$ cat src/rtl/mem_arbiter_if.sv
// Memory-style request/response channel shared by the fetch port, the
// load/store port and the unified memory bus. The request channel uses a
// valid/ready handshake. The response channel is valid-only.
interface mem_arbiter_if #(
    parameter int ADDR_W = 32,
    parameter int DATA_W = 32
);
    logic                  req_valid;
    logic                  req_ready;
    logic                  wen;
    logic [ADDR_W-1:0]     addr;
    logic [DATA_W-1:0]     wdata;
    logic [DATA_W/8-1:0]   wstrb;
    logic                  rsp_valid;
    logic [DATA_W-1:0]     rdata;

    // Requester side: issues requests and consumes responses.
    modport master (
        output req_valid, wen, addr, wdata, wstrb,
        input  req_ready, rsp_valid, rdata
    );

    // Responder side: accepts requests and returns responses.
    modport slave (
        input  req_valid, wen, addr, wdata, wstrb,
        output req_ready, rsp_valid, rdata
    );
endinterface

$ cat src/rtl/mem_arbiter.sv
// Two-into-one memory arbiter. It merges the instruction-fetch port and the
// load/store port onto a single memory bus, with one transaction in flight
// at a time. Each response is returned to the master that issued the request.
// Optional feature: define ARB_RR_EN for round-robin arbitration on
// contention. Without it, arbitration is fixed priority and LS wins.
// The fetch port is read-only. Its wen/wdata/wstrb inputs are not used.
module mem_arbiter #(
    parameter int ADDR_W = 32,
    parameter int DATA_W = 32
) (
    input  logic          clk,
    input  logic          rst_n,
    mem_arbiter_if.slave  if_port,
    mem_arbiter_if.slave  ls_port,
    mem_arbiter_if.master mem_port
);

    typedef enum logic [1:0] {IDLE, REQ, RSP} state_e;
    typedef enum logic       {OWN_IF, OWN_LS} owner_e;

`ifdef ARB_RR_EN
    localparam bit RR_EN = 1'b1;
`else
    localparam bit RR_EN = 1'b0;
`endif

    state_e                state, state_next;
    owner_e                owner, last_owner;
    logic                  req_wen;
    logic [ADDR_W-1:0]     req_addr;
    logic [DATA_W-1:0]     req_wdata;
    logic [DATA_W/8-1:0]   req_wstrb;

    logic                  grant_ls;
    logic                  accept;
    logic                  rsp_hit;

    // Grant decision. LS wins contention unless round-robin picks the non-last owner.
    always_comb begin
        grant_ls = ls_port.req_valid;
        if (if_port.req_valid && ls_port.req_valid) begin
            grant_ls = RR_EN ? (last_owner == OWN_IF) : 1'b1;
        end
    end

    assign accept  = (state == IDLE) &&
                     (grant_ls ? ls_port.req_valid : if_port.req_valid);
    assign rsp_hit = (state == RSP) && mem_port.rsp_valid;

    // State register.
    // NOTE: sequential state uses non-blocking assignments only, so every
    // flop samples its inputs from before the edge, whatever the statement order.
    always_ff @(posedge clk or negedge rst_n) begin
        if (!rst_n) state <= IDLE;
        else        state <= state_next;
    end

    // Next-state logic.
    // NOTE: every combinational output gets a default first. This prevents
    // latch inference on paths that do not assign it.
    always_comb begin
        state_next = state;
        case (state)
            IDLE:    if (accept)                state_next = REQ;
            REQ:     if (mem_port.req_ready)    state_next = RSP;
            RSP:     if (mem_port.rsp_valid)    state_next = IDLE;
            default:                            state_next = IDLE;
        endcase
    end

    // Request registers, owner and last_owner bookkeeping.
    always_ff @(posedge clk or negedge rst_n) begin
        if (!rst_n) begin
            owner      <= OWN_IF;
            last_owner <= OWN_LS;
            req_wen    <= 1'b0;
            req_addr   <= '0;
            req_wdata  <= '0;
            req_wstrb  <= '0;
        end else begin
            if (accept) begin
                if (grant_ls) begin
                    owner     <= OWN_LS;
                    req_wen   <= ls_port.wen;
                    req_addr  <= ls_port.addr;
                    req_wdata <= ls_port.wdata;
                    req_wstrb <= ls_port.wstrb;
                end else begin
                    owner     <= OWN_IF;
                    req_wen   <= 1'b0;
                    req_addr  <= if_port.addr;
                    req_wdata <= '0;
                    req_wstrb <= '0;
                end
            end
            if (rsp_hit) begin
                last_owner <= owner;
            end
        end
    end

    // Output decode: readies in IDLE, memory request in REQ, response routing in RSP.
    always_comb begin
        // NOTE: the readies are combinational from IDLE. They are gated with
        // rst_n so they read 0 while reset is held, even though the state is IDLE.
        if_port.req_ready  = rst_n && (state == IDLE) && !grant_ls;
        ls_port.req_ready  = rst_n && (state == IDLE) &&  grant_ls;

        mem_port.req_valid = (state == REQ);
        mem_port.wen       = req_wen;
        mem_port.addr      = req_addr;
        mem_port.wdata     = req_wdata;
        mem_port.wstrb     = req_wstrb;

        if_port.rsp_valid  = 1'b0;
        if_port.rdata      = '0;
        ls_port.rsp_valid  = 1'b0;
        ls_port.rdata      = '0;
        if (rsp_hit) begin
            if (owner == OWN_LS) begin
                ls_port.rsp_valid = 1'b1;
                ls_port.rdata     = mem_port.rdata;
            end else begin
                if_port.rsp_valid = 1'b1;
                if_port.rdata     = mem_port.rdata;
            end
        end
    end

endmodule

$ cat src/flat_wrapper.sv
// flat-port wrapper written by rule: the top's interface ports become plain ports
module mem_arbiter_flat 
#(
    parameter int ADDR_W = 32,
    parameter int DATA_W = 32
)
  (clk, rst_n, if_port_req_valid, if_port_wen, if_port_addr, if_port_wdata, if_port_wstrb, if_port_req_ready, if_port_rsp_valid, if_port_rdata, ls_port_req_valid, ls_port_wen, ls_port_addr, ls_port_wdata, ls_port_wstrb, ls_port_req_ready, ls_port_rsp_valid, ls_port_rdata, mem_port_req_valid, mem_port_wen, mem_port_addr, mem_port_wdata, mem_port_wstrb, mem_port_req_ready, mem_port_rsp_valid, mem_port_rdata);
  mem_arbiter_if #(.ADDR_W(ADDR_W), .DATA_W(DATA_W)) if_port_i ();
  mem_arbiter_if #(.ADDR_W(ADDR_W), .DATA_W(DATA_W)) ls_port_i ();
  mem_arbiter_if #(.ADDR_W(ADDR_W), .DATA_W(DATA_W)) mem_port_i ();
  input  logic clk;
  input  logic rst_n;
  input wire logic [$bits(if_port_i.req_valid)-1:0] if_port_req_valid;
  input wire logic [$bits(if_port_i.wen)-1:0] if_port_wen;
  input wire logic [$bits(if_port_i.addr)-1:0] if_port_addr;
  input wire logic [$bits(if_port_i.wdata)-1:0] if_port_wdata;
  input wire logic [$bits(if_port_i.wstrb)-1:0] if_port_wstrb;
  output wire logic [$bits(if_port_i.req_ready)-1:0] if_port_req_ready;
  output wire logic [$bits(if_port_i.rsp_valid)-1:0] if_port_rsp_valid;
  output wire logic [$bits(if_port_i.rdata)-1:0] if_port_rdata;
  input wire logic [$bits(ls_port_i.req_valid)-1:0] ls_port_req_valid;
  input wire logic [$bits(ls_port_i.wen)-1:0] ls_port_wen;
  input wire logic [$bits(ls_port_i.addr)-1:0] ls_port_addr;
  input wire logic [$bits(ls_port_i.wdata)-1:0] ls_port_wdata;
  input wire logic [$bits(ls_port_i.wstrb)-1:0] ls_port_wstrb;
  output wire logic [$bits(ls_port_i.req_ready)-1:0] ls_port_req_ready;
  output wire logic [$bits(ls_port_i.rsp_valid)-1:0] ls_port_rsp_valid;
  output wire logic [$bits(ls_port_i.rdata)-1:0] ls_port_rdata;
  output wire logic [$bits(mem_port_i.req_valid)-1:0] mem_port_req_valid;
  output wire logic [$bits(mem_port_i.wen)-1:0] mem_port_wen;
  output wire logic [$bits(mem_port_i.addr)-1:0] mem_port_addr;
  output wire logic [$bits(mem_port_i.wdata)-1:0] mem_port_wdata;
  output wire logic [$bits(mem_port_i.wstrb)-1:0] mem_port_wstrb;
  input wire logic [$bits(mem_port_i.req_ready)-1:0] mem_port_req_ready;
  input wire logic [$bits(mem_port_i.rsp_valid)-1:0] mem_port_rsp_valid;
  input wire logic [$bits(mem_port_i.rdata)-1:0] mem_port_rdata;
  assign if_port_i.req_valid = if_port_req_valid;
  assign if_port_i.wen = if_port_wen;
  assign if_port_i.addr = if_port_addr;
  assign if_port_i.wdata = if_port_wdata;
  assign if_port_i.wstrb = if_port_wstrb;
  assign if_port_req_ready = if_port_i.req_ready;
  assign if_port_rsp_valid = if_port_i.rsp_valid;
  assign if_port_rdata = if_port_i.rdata;
  assign ls_port_i.req_valid = ls_port_req_valid;
  assign ls_port_i.wen = ls_port_wen;
  assign ls_port_i.addr = ls_port_addr;
  assign ls_port_i.wdata = ls_port_wdata;
  assign ls_port_i.wstrb = ls_port_wstrb;
  assign ls_port_req_ready = ls_port_i.req_ready;
  assign ls_port_rsp_valid = ls_port_i.rsp_valid;
  assign ls_port_rdata = ls_port_i.rdata;
  assign mem_port_req_valid = mem_port_i.req_valid;
  assign mem_port_wen = mem_port_i.wen;
  assign mem_port_addr = mem_port_i.addr;
  assign mem_port_wdata = mem_port_i.wdata;
  assign mem_port_wstrb = mem_port_i.wstrb;
  assign mem_port_i.req_ready = mem_port_req_ready;
  assign mem_port_i.rsp_valid = mem_port_rsp_valid;
  assign mem_port_i.rdata = mem_port_rdata;
  mem_arbiter #(.ADDR_W(ADDR_W), .DATA_W(DATA_W)) u_core (.clk(clk), .rst_n(rst_n), .if_port(if_port_i), .ls_port(ls_port_i), .mem_port(mem_port_i));
endmodule
$ cat config.mk
export PLATFORM = sky130hd
export DESIGN_NAME = mem_arbiter_flat
export DESIGN_NICKNAME = d
export VERILOG_FILES = /design/src/rtl/mem_arbiter_if.sv /design/src/rtl/mem_arbiter.sv /design/src/flat_wrapper.sv
export SDC_FILE = /design/constraint.sdc
export NUM_CORES = 1
export LEC_CHECK = 0
export BUFFER_PORTS_ARGS = -buffer_cell sky130_fd_sc_hd__buf_4
export CAP_MARGIN = 25
export CORE_AREA = 4 4 120 122
export CTS_BUF_LIST = sky130_fd_sc_hd__clkbuf_16
export DETAILED_ROUTE_END_ITERATION = 16
export DIE_AREA = 0 0 124 126
export PLACE_DENSITY = 0.57
export SLEW_MARGIN = 20
export SYNTH_ARGS = -nofsm -noshare
export SYNTH_HDL_FRONTEND = slang
export SYNTH_SLANG_ARGS = --single-unit
$ cat constraint.sdc
create_clock -name clk -period 1.5 [get_ports clk]
set_input_delay 0.075 -clock clk [delete_from_list [all_inputs] [get_ports clk]]
set_output_delay 0.075 -clock clk [all_outputs]
set_load 0.05 [all_outputs]
==> results of run 1 <==
-- registers in the layout (all words and copies together) (netlist names) --
name / count
u_core.mem_port.addr: 32
u_core.mem_port.wdata: 32
u_core.mem_port.wen: 1
u_core.mem_port.wstrb: 4
u_core.owner: 1
u_core.state: 2
-- synth_stat cells (2+ instances only) --
cell type | n | area share (%)
a22o_1 | 37 | 9.3
mux2_1 | 4 | 1.3
buf_6 | 6 | 1.9
buf_4 | 4 | 0.86
nand2b_1 | 2 | 0.36
and2_1 | 65 | 12
o21ai_0 | 2 | 0.29
clkbuf_1 | 3 | 0.32
buf_2 | 8 | 1.1
dfrtp_1 | 72 | 51
mux2_2 | 60 | 19
-- metrics by stage --
stage | setup TNS, ps | utilization, % | instance area (um^2) | worst slack (ps)
2_1_floorplan | -73.5 | - | 3560 | -9.18
3_3_place_gp | 0 | 43.9 | 5790 | 41.4
3_5_place_dp | 0 | 43.9 | 5790 | 16.2
4_1_cts | -15510 | 51.6 | 6800 | -220
5_1_grt | -23850 | 53.3 | 7030 | -300
6_report | -16850 | 53.3 | 7030 | -250
-- what timing repair did --
| item | 4_1_cts | 5_1_grt |
|---|---|---|
| hold buffers | 41 | 1 |
| endpoints found under the hold margin | 60 | 21 |
| resized for setup | 77 | 61 |
| cloned | 1 | 2 |
| pin swaps | 1 | 6 |
| endpoints found under the setup margin | 66 | 138 |
| setup buffers | 4 | 0 |
-- routing by layer --
layer | GRT usage, % | vias up | wire length (um)
li1 | - | 1596 | -
met2 | 29.6 | 193 | 7190
met4 | 5.54 | 0 | 263
met5 | 0 | - | 0
met1 | 16.9 | 1654 | 4860
met3 | 5.38 | 23 | 1490
-- path summary, 6_finish.rpt --
check / cells past startpoint / start / endpoint
setup / recovery: 6 / u_core.state[0]$_DFFE_PN0P_ / if_port_rdata[21]
hold / removal: 3 / if_port_req_valid / u_core.state[0]$_DFFE_PN0P_
max in group asynchronous: 3 / rst_n / u_core.mem_port.addr[10]$_DFFE_PN0P_
setup reg to reg: 6 / u_core.state[0]$_DFFE_PN0P_ / u_core.mem_port.addr[0]$_DFFE_PN0P_
min in group asynchronous: 3 / rst_n / u_core.mem_port.addr[18]$_DFFE_PN0P_
hold reg to reg: 1 / u_core.mem_port.addr[1]$_DFFE_PN0P_ / u_core.mem_port.addr[1]$_DFFE_PN0P_
-- power by group through the flow --
stage / Clock (uW) / Sequential (uW) / Combinational, uW
floorplan: 0 / 6340 / 2340
global placement: 0 / 3350 / 7790
detailed placement: 0 / 3370 / 7830
CTS: 1930 / 3370 / 8170
global route: 2010 / 3490 / 8650
finish: 1870 / 3370 / 8300
-- logic make-up after synthesis --
group / count (synthesis) / synth area share [%]
buf+inv: 22 / 4.36
flops: 72 / 51.5
compound gates: 41 / 10.2
simple gates: 73 / 13.3
mux: 64 / 20.6
-- worst max-delay path: cells and delay by family, from the launching register on --
| family | cells | cell delay, ps |
|---|---|---|
| AND/OR/NAND/NOR | 3 | 520 |
| flip-flops | 1 | 390 |
| buffers and inverters | 3 | 440 |
-- final cells by class --
type                    count  area (um^2)
flip-flops and latches     72         1800
well taps                 176          220
clock buffers               9          225
clock inverters             7         31.3
multi-input cells         178         1650
inverters                   1         3.75
fillers                  1135         6160
repair buffers            331         3090
==> run_results.csv, run 1 <==
group,metric,value,unit
drt,route.vias.total,3466,
logic_synthesis,syn-cell-area,0.00350,mm^2
placed_design,place_hpwl,9400,um
pwr,seq_power_share,24.9,%
clock_network,htreeDepth,3,
timing,finalCriticalPeriod,1750,ps
global_routing,grt_antenna_before_repair,0,
global_routing,global_route_wire_length_before_repair,19700,um
final_layout,post_route_cells_drive_above_1_share,68.6,%
setup_path,timing.critical_path.required,1420,ps
floorplan,initial_core_util,26.5,%
logic_synthesis,synthCells,272,
outcome,status,"complete, but fails checks",
drt,drt-pass1-iter-count,4,
logic_synthesis,synth_ff_type,"dfrtp_1",
final_layout,areaGrowthSynthToFinish,101,%
final_layout,num_antenna_cells,0,
global_routing,track_usage,16.1,%
drt,post_drt_via_cell_ratio,4.48,
clock_network,clkSlewWorstSetupHoldPaths,50,ps
floorplan,fp.coreArea,0.0132,mm^2
timing,grt_setup_unrepaired,"true",
logic_synthesis,avgSynthCellArea,12.9,um^2
timing,max_slew_margin,56.5,%
pwr,switching_share,48.3,%
timing,report.final.hold_viol_count,0,
logic_synthesis,yosysSeqAreaShare,51.5,%
setup_path,timing_worst_setup_path_type,"flip-flop to output port",
drt,route.detailed.drc,0,
pwr,power_density,1930,mW/mm^2
setup_path,arrival,1670,ps
floorplan,die_h,126,um
timing,max_slew.worst_pin.slew,652,ps
global_routing,pin_count_of_the_biggest_net_entering_global_routing,52,
floorplan,core.rowCount,42,
timing,slew_violations,0,
logic_synthesis,synth-edff-count,0,
drt,drt_iter0_markers,80,
clock_network,cts_root_buffer,"clkbuf_16",
timing,hold_slack,19.7,ps
outcome,violated_checks,"setup timing",
timing,period_share,117,%
drt,ant_nets,0,
floorplan,die_area,0.0156,mm^2
logic_synthesis,syn-num-nets,448,
drt,totalWireLength,13800,um
timing,final_critical_path_setup_slack,-250,ps
logic_synthesis,ys_seq_elements,72,
pwr,vdd_ir_drop_max,1090,uV
timing,fin_skew,8.89,ps
hold_path,hold_wc_path_type,"input pin to flip-flop",
logic_synthesis,post_synth_num_cell_types,20,
timing,final-setup-viol-count,109,
pwr,p_leak,0.00346,uW
setup_path,worst_path_largest_cell_delay,390,ps
final_layout,most_frequent_standard_cell_in_the_layout_excluding_fill_and_tap_cells,"buf_4",
logic_synthesis,yosysWarnings,0,
global_routing,grt_remaining_overflow,0,
clock_network,insertion_delay,330,ps
pwr,p_comb_share,61.3,%
run,timing.max_cap.violations,0,
setup_path,critical_path.slowest_cell,"dfrtp_1",
setup_path,worst-path-max-fanout,8,
clock_network,cts_buffers,9,
setup_path,timing.critical_path.from_type,"flip-flop",
pwr,power_total,13500,uW
setup_path,cp_cell_sequence,"nand2b_4, nor3b_4, buf_6, clkbuf_16, and2_4, buf_8",
setup_path,worstSetupEndpointType,"output port",
timing,maxClockFrequency,571,MHz
placed_design,finalWeightedCongestion,0.725,
clock_network,cts_tree,"yes",
global_routing,grt_pass1_vias,3774,
placed_design,place.port_buffers,276,
final_layout,stdcell_count,774,
clock_network,cts.sinks,72,
clock_network,cts_buffer_depth,2,
setup_path,timing.reg2reg.setup_slack,-140,ps
floorplan,ios,314,
final_layout,final_nets,769,
logic_synthesis,ys_async_sr_fraction,100,%
pwr,clkPwrFrac,13.8,%
floorplan,die_w,124,um
placed_design,place.detailed.instances,709,
final_layout,most_frequent_cells_in_the_layout,"buf_4, dfrtp_1, mux2_2",
drt,routed_length_per_placed_instance,17.8,um
pwr,cell_internal_pwr,7000,uW
pwr,switchingPower,6540,uW
Note: power is estimated with default switching activity, not from simulation.
==> inputs of run 2 (changes only) <==
REMOVE_ABC_BUFFERS = 1   (was unset)
==> run 2 against run 1 <==
  * The run still ends with setup timing left
  * Highest routed layer is now met5
  * Critical endpoint is now if_port_rdata[8]
  * Non-clock buffer count increased by 5
  * Sequential power about the same
  * Worst hold slack better by 89 ps
==> run_results.csv, run 2 (synthesis results as in run 1) <==
group,metric,value,unit
floorplan,die_h,126,um
drt,post_drt_via_cell_ratio,4.46,
floorplan,die_w,124,um
pwr,cell_internal_pwr,7750,uW
clock_network,cts_buffer_depth,2,
final_layout,n_fill_cell,1061,
run,timing.max_cap.violations,0,
clock_network,cts_root_buffer,"clkbuf_16",
floorplan,ios,314,
clock_network,clkSlewWorstSetupHoldPaths,50,ps
global_routing,track_usage,16.6,%
placed_design,place.detailed.instances,711,
pwr,seq_power_share,23.6,%
floorplan,core.rowCount,42,
setup_path,worst-path-max-fanout,17,
placed_design,finalWeightedCongestion,0.719,
global_routing,pin_count_of_the_biggest_net_entering_global_routing,72,
hold_path,hold-path-cell-count,3,
floorplan,initial_core_util,26.5,%
floorplan,fp.coreArea,0.0132,mm^2
clock_network,insertion_delay,330,ps
drt,route.vias.total,3470,
final_layout,most_frequent_cells_in_the_layout,"buf_4, dfrtp_1, buf_8",
timing,report.final.hold_viol_count,0,
setup_path,timing.critical_path.from_type,"flip-flop",
drt,ant_nets,0,
final_layout,stdcell_count,778,
drt,totalWireLength,14200,um
outcome,status,"complete, but fails checks",
final_layout,final_nets,774,
global_routing,grt_use_met3,6.50,%
pwr,switching_share,46.1,%
placed_design,place_hpwl,9560,um
global_routing,grt_remaining_overflow,0,
outcome,violated_checks,"setup timing",
final_layout,multi_input_area,0.00173,mm^2
timing,slew_violations,0,
final_layout,most_frequent_standard_cell_in_the_layout_excluding_fill_and_tap_cells,"buf_4",
clock_network,cts_buffers,9,
timing,final-setup-viol-count,65,
drt,route.detailed.drc,0,
timing,maxClockFrequency,572,MHz
timing,grt_setup_unrepaired,"true",
global_routing,grt_pass1_vias,3737,
pwr,p_comb_share,59.7,%
drt,drt_iter0_markers,108,
drt,routed_length_per_placed_instance,18.2,um
pwr,switchingPower,6630,uW
final_layout,post_route_utilization,55.9,%
final_layout,regArea,0.00180,mm^2
timing,max_slew.worst_pin.slew,391,ps
setup_path,timing.reg2reg.worst_path_depth,5,
global_routing,global_route_wire_length_before_repair,20000,um
clock_network,cts_tree,"yes",
global_routing,grt-busiest-layer,"met2",
setup_path,worstSetupEndpointType,"output port",
hold_path,hold_wc_path_type,"input pin to flip-flop",
final_layout,num_antenna_cells,0,
clock_network,cts.sinks,72,
setup_path,timing.critical_path.required,1420,ps
global_routing,gr-usage-met2,30.9,%
pwr,power_density,1950,mW/mm^2
timing,final_critical_path_setup_slack,-247,ps
pwr,p_leak,0.00361,uW
setup_path,worst_path_largest_cell_delay,400,ps
global_routing,grt_antenna_before_repair,3,
clock_network,htreeDepth,3,
floorplan,die_area,0.0156,mm^2
final_layout,post_route_cells_drive_above_1_share,72.4,%
timing,finalCriticalPeriod,1750,ps
drt,drt-pass1-iter-count,4,
timing,max_slew_margin,73.9,%
timing,fin_skew,6.06,ps
setup_path,arrival,1670,ps
timing,period_share,116,%
setup_path,critical_path.slowest_cell,"dfrtp_1",
global_routing,grt_util_met1,17.3,%
placed_design,place.port_buffers,276,
setup_path,cp_cell_sequence,"nand2b_4, nor3b_4, buf_4, buf_12, and2_1, buf_6",
pwr,vdd_ir_drop_max,1350,uV
pwr,clkPwrFrac,16.7,%
setup_path,timing_worst_setup_path_type,"flip-flop to output port",
final_layout,areaGrowthSynthToFinish,111,%
run 2: cell types whose count changed in the layout (fill, tap and decap cells not counted), moves of 3 or more:
cell / before / now
and2_2: 16 / 0
buf_12: 5 / 8
and2_1: 22 / 8
buf_8: 36 / 61
buf_6: 32 / 12
bufinv_16: 0 / 3
and2_4: 27 / 57
run 2: area by class of cell:
| cell class | instances | area share (%) |
|---|---|---|
| sequential | 72 | 24.5 |
| inverter | 1 | 0.0509 |
| clock buffer | 9 | 3.05 |
| multi-input combinational | 178 | 23.5 |
| timing repair buffer | 336 | 44.5 |
| tap | 176 | 2.99 |
| clock inverter | 6 | 1.46 |
run 2: what timing repair did:
item	CTS	global route
pin swaps	10	15
hold buffers	40	0
setup buffers	7	1
cloned	3	3
hold endpoints to repair	40	0
gates resized for setup	129	79
setup endpoints to repair	66	81
run 2: worst paths after layout:
check / startpoint / slack (ps) / endpoint
worst max register to register: u_core.state[1]$_DFFE_PN0P_ / 30 / u_core.mem_port.addr[1]$_DFFE_PN0P_
worst min register to register: u_core.mem_port.addr[1]$_DFFE_PN0P_ / 490 / u_core.mem_port.addr[1]$_DFFE_PN0P_
max in group asynchronous: rst_n / 550 / u_core.mem_port.wdata[21]$_DFFE_PN0P_
worst max-delay path: u_core.state[0]$_DFFE_PN0P_ / -250 / if_port_rdata[8]
worst min-delay path: if_port_addr[23] / 110 / u_core.mem_port.addr[23]$_DFFE_PN0P_
min in group asynchronous: rst_n / 150 / u_core.mem_port.addr[31]$_DFFE_PN0P_
run 2: power groups by stage:
| stage | Sequential, uW | Clock [uW] | Combinational [uW] |
|---|---|---|---|
| 2_1_floorplan | 6330 | 0 | 2130 |
| 3_3_place_gp | 3360 | 0 | 7800 |
| 3_5_place_dp | 3380 | 0 | 7860 |
| 5_1_grt | 3500 | 2560 | 8960 |
| 4_1_cts | 3380 | 2460 | 8340 |
| 6_report | 3390 | 2410 | 8590 |
run 2: critical path: cells and delay by family (launching register included):
family | cells | cell delay [ps]
flip-flops | 1 | 400
AND/OR/NAND/NOR | 3 | 500
buffers and inverters | 3 | 450
run 2: metal layers:
metal	vias to the layer above	part of all wire, %
li1	1609	-
met1	1654	34
met2	179	53
met3	22	11
met4	6	1.3
met5	-	0.28
run 2: per-stage QoR:
stage | TNS [ps] | total power (uW) | instance area [um^2] | setup slack (ps) | hold slack [ps]
2_1_floorplan | -54290 | 8470 | 3350 | -946 | -221
3_3_place_gp | 0 | 11200 | 5790 | 62.1 | -132
3_5_place_dp | 0 | 11200 | 5790 | 54.5 | -130
4_1_cts | -12040 | 14200 | 7110 | -227 | 96.7
5_1_grt | -15220 | 15000 | 7370 | -321 | 102
6_report | -11120 | 14400 | 7370 | -247 | 109
==> inputs of run 3 (changes only) <==
CORE_AREA = 2 2 122 124   (was 4 4 120 122)
PLACE_DENSITY = 0.54   (was 0.57)
==> run 3 against run 2 <==
  * Utilization down 4.1 points
  * Critical endpoint is now if_port_rdata[27]
  * Combinational power down 1%
  * Sequential share of layout area down 0.15 points
  * Clock power up 2%
  * The flow still finishes with violations (setup timing)
  * Die area unchanged
  * Global-route usage down 0.43 points
  * Critical path depth unchanged
  * Sequential power about the same
  * Non-clock buffer count up 1
  * Clock skew about the same
==> run_results.csv, run 3 (synthesis results as in run 1) <==
group,metric,value,unit
outcome,status,"complete, but fails checks",
global_routing,grt_pass1_vias,3660,
timing,finalCriticalPeriod,1730,ps
final_layout,n_fill_cell,1180,
drt,route.vias.total,3557,
clock_network,cts_tree,"yes",
timing,grt_setup_unrepaired,"true",
setup_path,timing.reg2reg.worst_path_depth,5,
pwr,power_total,14300,uW
pwr,p_comb_share,59.3,%
drt,routed_length_per_placed_instance,16.7,um
pwr,clkPwrFrac,17.2,%
pwr,power_density,1930,mW/mm^2
setup_path,r2r_startpoint,"u_core.state[1]$_DFFE_PN0P_",
global_routing,pin_count_of_the_biggest_net_entering_global_routing,68,
timing,max_slew_margin,73.7,%
placed_design,place.port_buffers,276,
timing,final_critical_path_setup_slack,-234,ps
final_layout,post_route_utilization,51.8,%
pwr,seq_power_share,23.5,%
final_layout,most_frequent_standard_cell_in_the_layout_excluding_fill_and_tap_cells,"buf_4",
final_layout,final_nets,775,
setup_path,critical_path.startpoint,"u_core.state[0]$_DFFE_PN0P_",
clock_network,cts.sinks,72,
setup_path,timing_worst_setup_path_type,"flip-flop to output port",
pwr,cell_internal_pwr,7730,uW
clock_network,insertion_delay,330,ps
clock_network,cts_buffers,9,
hold_path,hold_wc_path_type,"input pin to flip-flop",
drt,route.detailed.drc,0,
floorplan,die_h,126,um
timing,maxClockFrequency,577,MHz
setup_path,worst_r2r_endpoint,"u_core.mem_port.addr[0]$_DFFE_PN0P_",
pwr,vdd_ir_drop_max,1430,uV
timing,report.final.hold_viol_count,0,
final_layout,stdcell_count,789,
floorplan,initial_core_util,24.4,%
setup_path,arrival,1660,ps
pwr,switchingPower,6600,uW
placed_design,place.detailed.instances,718,
placed_design,finalWeightedCongestion,0.759,
pwr,switching_share,46.0,%
floorplan,die_area,0.0156,mm^2
setup_path,worst-path-max-fanout,16,
final_layout,post_route_cells_drive_above_1_share,71.7,%
clock_network,cts_buffer_depth,2,
floorplan,core.rowCount,44,
clock_network,cts_root_buffer,"clkbuf_16",
outcome,violated_checks,"setup timing",
global_routing,global_route_wire_length_before_repair,19300,um
setup_path,timing.reg2reg.setup_slack,60,ps
final_layout,regArea,0.00180,mm^2
drt,drt_iter0_markers,73,
placed_design,place_hpwl,8800,um
clock_network,clkSlewWorstSetupHoldPaths,60,ps
drt,post_drt_via_cell_ratio,4.51,
setup_path,timing.critical_path.required,1420,ps
floorplan,fp.coreArea,0.0143,mm^2
final_layout,areaGrowthSynthToFinish,112,%
placed_design,post_placement_setup_slack,43.6,ps
timing,period_share,116,%
global_routing,grt_antenna_before_repair,1,
setup_path,crit_path_end,"if_port_rdata[27]",
floorplan,die_w,124,um
drt,ant_nets,0,
setup_path,worstSetupEndpointType,"output port",
pwr,p_leak,0.00361,uW
timing,max_slew.worst_pin.slew,394,ps
floorplan,ios,314,
setup_path,timing.critical_path.from_type,"flip-flop",
run,timing.max_cap.violations,0,
final_layout,most_frequent_cells_in_the_layout,"buf_4, dfrtp_1, mux2_2",
timing,fin_skew,6.16,ps
global_routing,grt_remaining_overflow,0,
timing,slew_violations,0,
drt,drt-pass1-iter-count,4,
timing,final-setup-viol-count,66,
clock_network,htreeDepth,3,
final_layout,multi_input_area,0.00172,mm^2
global_routing,track_usage,16.2,%
drt,totalWireLength,13100,um
[run 3: changes by cell type in the layout (fill, tap and decap cells not counted), sizes merged]
cell	change
buf	+2
clkbuf	-1
clkinv	-1
clkinvlp	+1
diode	+1
inv	+1
[run 3: final cells by class]
type	count	share of cell area [%]
multi-input cells	178	23.2
diodes	1	0.0337
repair buffers	337	44.7
inverters	1	0.0506
clock buffers	9	3.04
flip-flops and latches	72	24.3
well taps	184	3.10
clock inverters	7	1.60
[run 3: worst max-delay path, stage by stage, from the launching register on]
cell and delay, ps:
dfrtp_1 400, nand2b_4 160, nor3b_4 170, buf_6 150, buf_16 140, and2_1 150
buf_6 160
[run 3: timing repair]
| item | in CTS | in global routing |
|---|---|---|
| resized for setup | 147 | 47 |
| setup endpoints to repair | 66 | 70 |
| hold endpoints to repair | 111 | 0 |
| pin swaps | 13 | 24 |
| hold buffers | 40 | 0 |
| gates cloned | 4 | 1 |
| setup buffers | 6 | 3 |
[run 3: worst min-delay path by stage]
stage	startpoint	to	slack, ps	depth (start not counted)
floorplan	rst_n	u_core.mem_port.addr[0]$_DFFE_PN0P_	-220	0
global placement	rst_n	u_core.state[0]$_DFFE_PN0P_	-80	1
global route	if_port_addr[0]	u_core.mem_port.addr[0]$_DFFE_PN0P_	90	3
detailed placement	rst_n	u_core.owner$_DFFE_PN0P_	-80	1
finish	ls_port_addr[0]	u_core.mem_port.addr[0]$_DFFE_PN0P_	100	3
CTS	ls_port_addr[1]	u_core.mem_port.addr[1]$_DFFE_PN0P_	80	3
[run 3: power by group through the flow]
stage | combinational (uW) | clock [uW] | sequential [uW]
floorplan | 2130 | 0 | 6330
global placement | 7780 | 0 | 3360
detailed placement | 7820 | 0 | 3370
CTS | 8370 | 2540 | 3360
global route | 8830 | 2640 | 3490
finish | 8500 | 2460 | 3370
[run 3: metrics by stage]
step	area, um^2	hold slack, ps	TNS, ps
4_1_cts	7210	78.7	-13530
5_1_grt	7420	88.1	-17000
3_5_place_dp	5790	-83.8	0
3_3_place_gp	5790	-82.4	0
6_report	7420	96.6	-13280
2_1_floorplan	3350	-221	-54290
[run 3: metal layers]
| layer | vias to the layer above | track usage, % | routed length [um] | part of all wire (%) |
|---|---|---|---|---|
| met2 | 201 | 30.6 | 7020 | 53 |
| met3 | 24 | 4.26 | 1180 | 9.0 |
| li1 | 1616 | - | - | - |
| met1 | 1716 | 16.9 | 4580 | 35 |
| met4 | 0 | 5.82 | 356 | 2.7 |
| met5 | - | 0 | 0 | 0 |
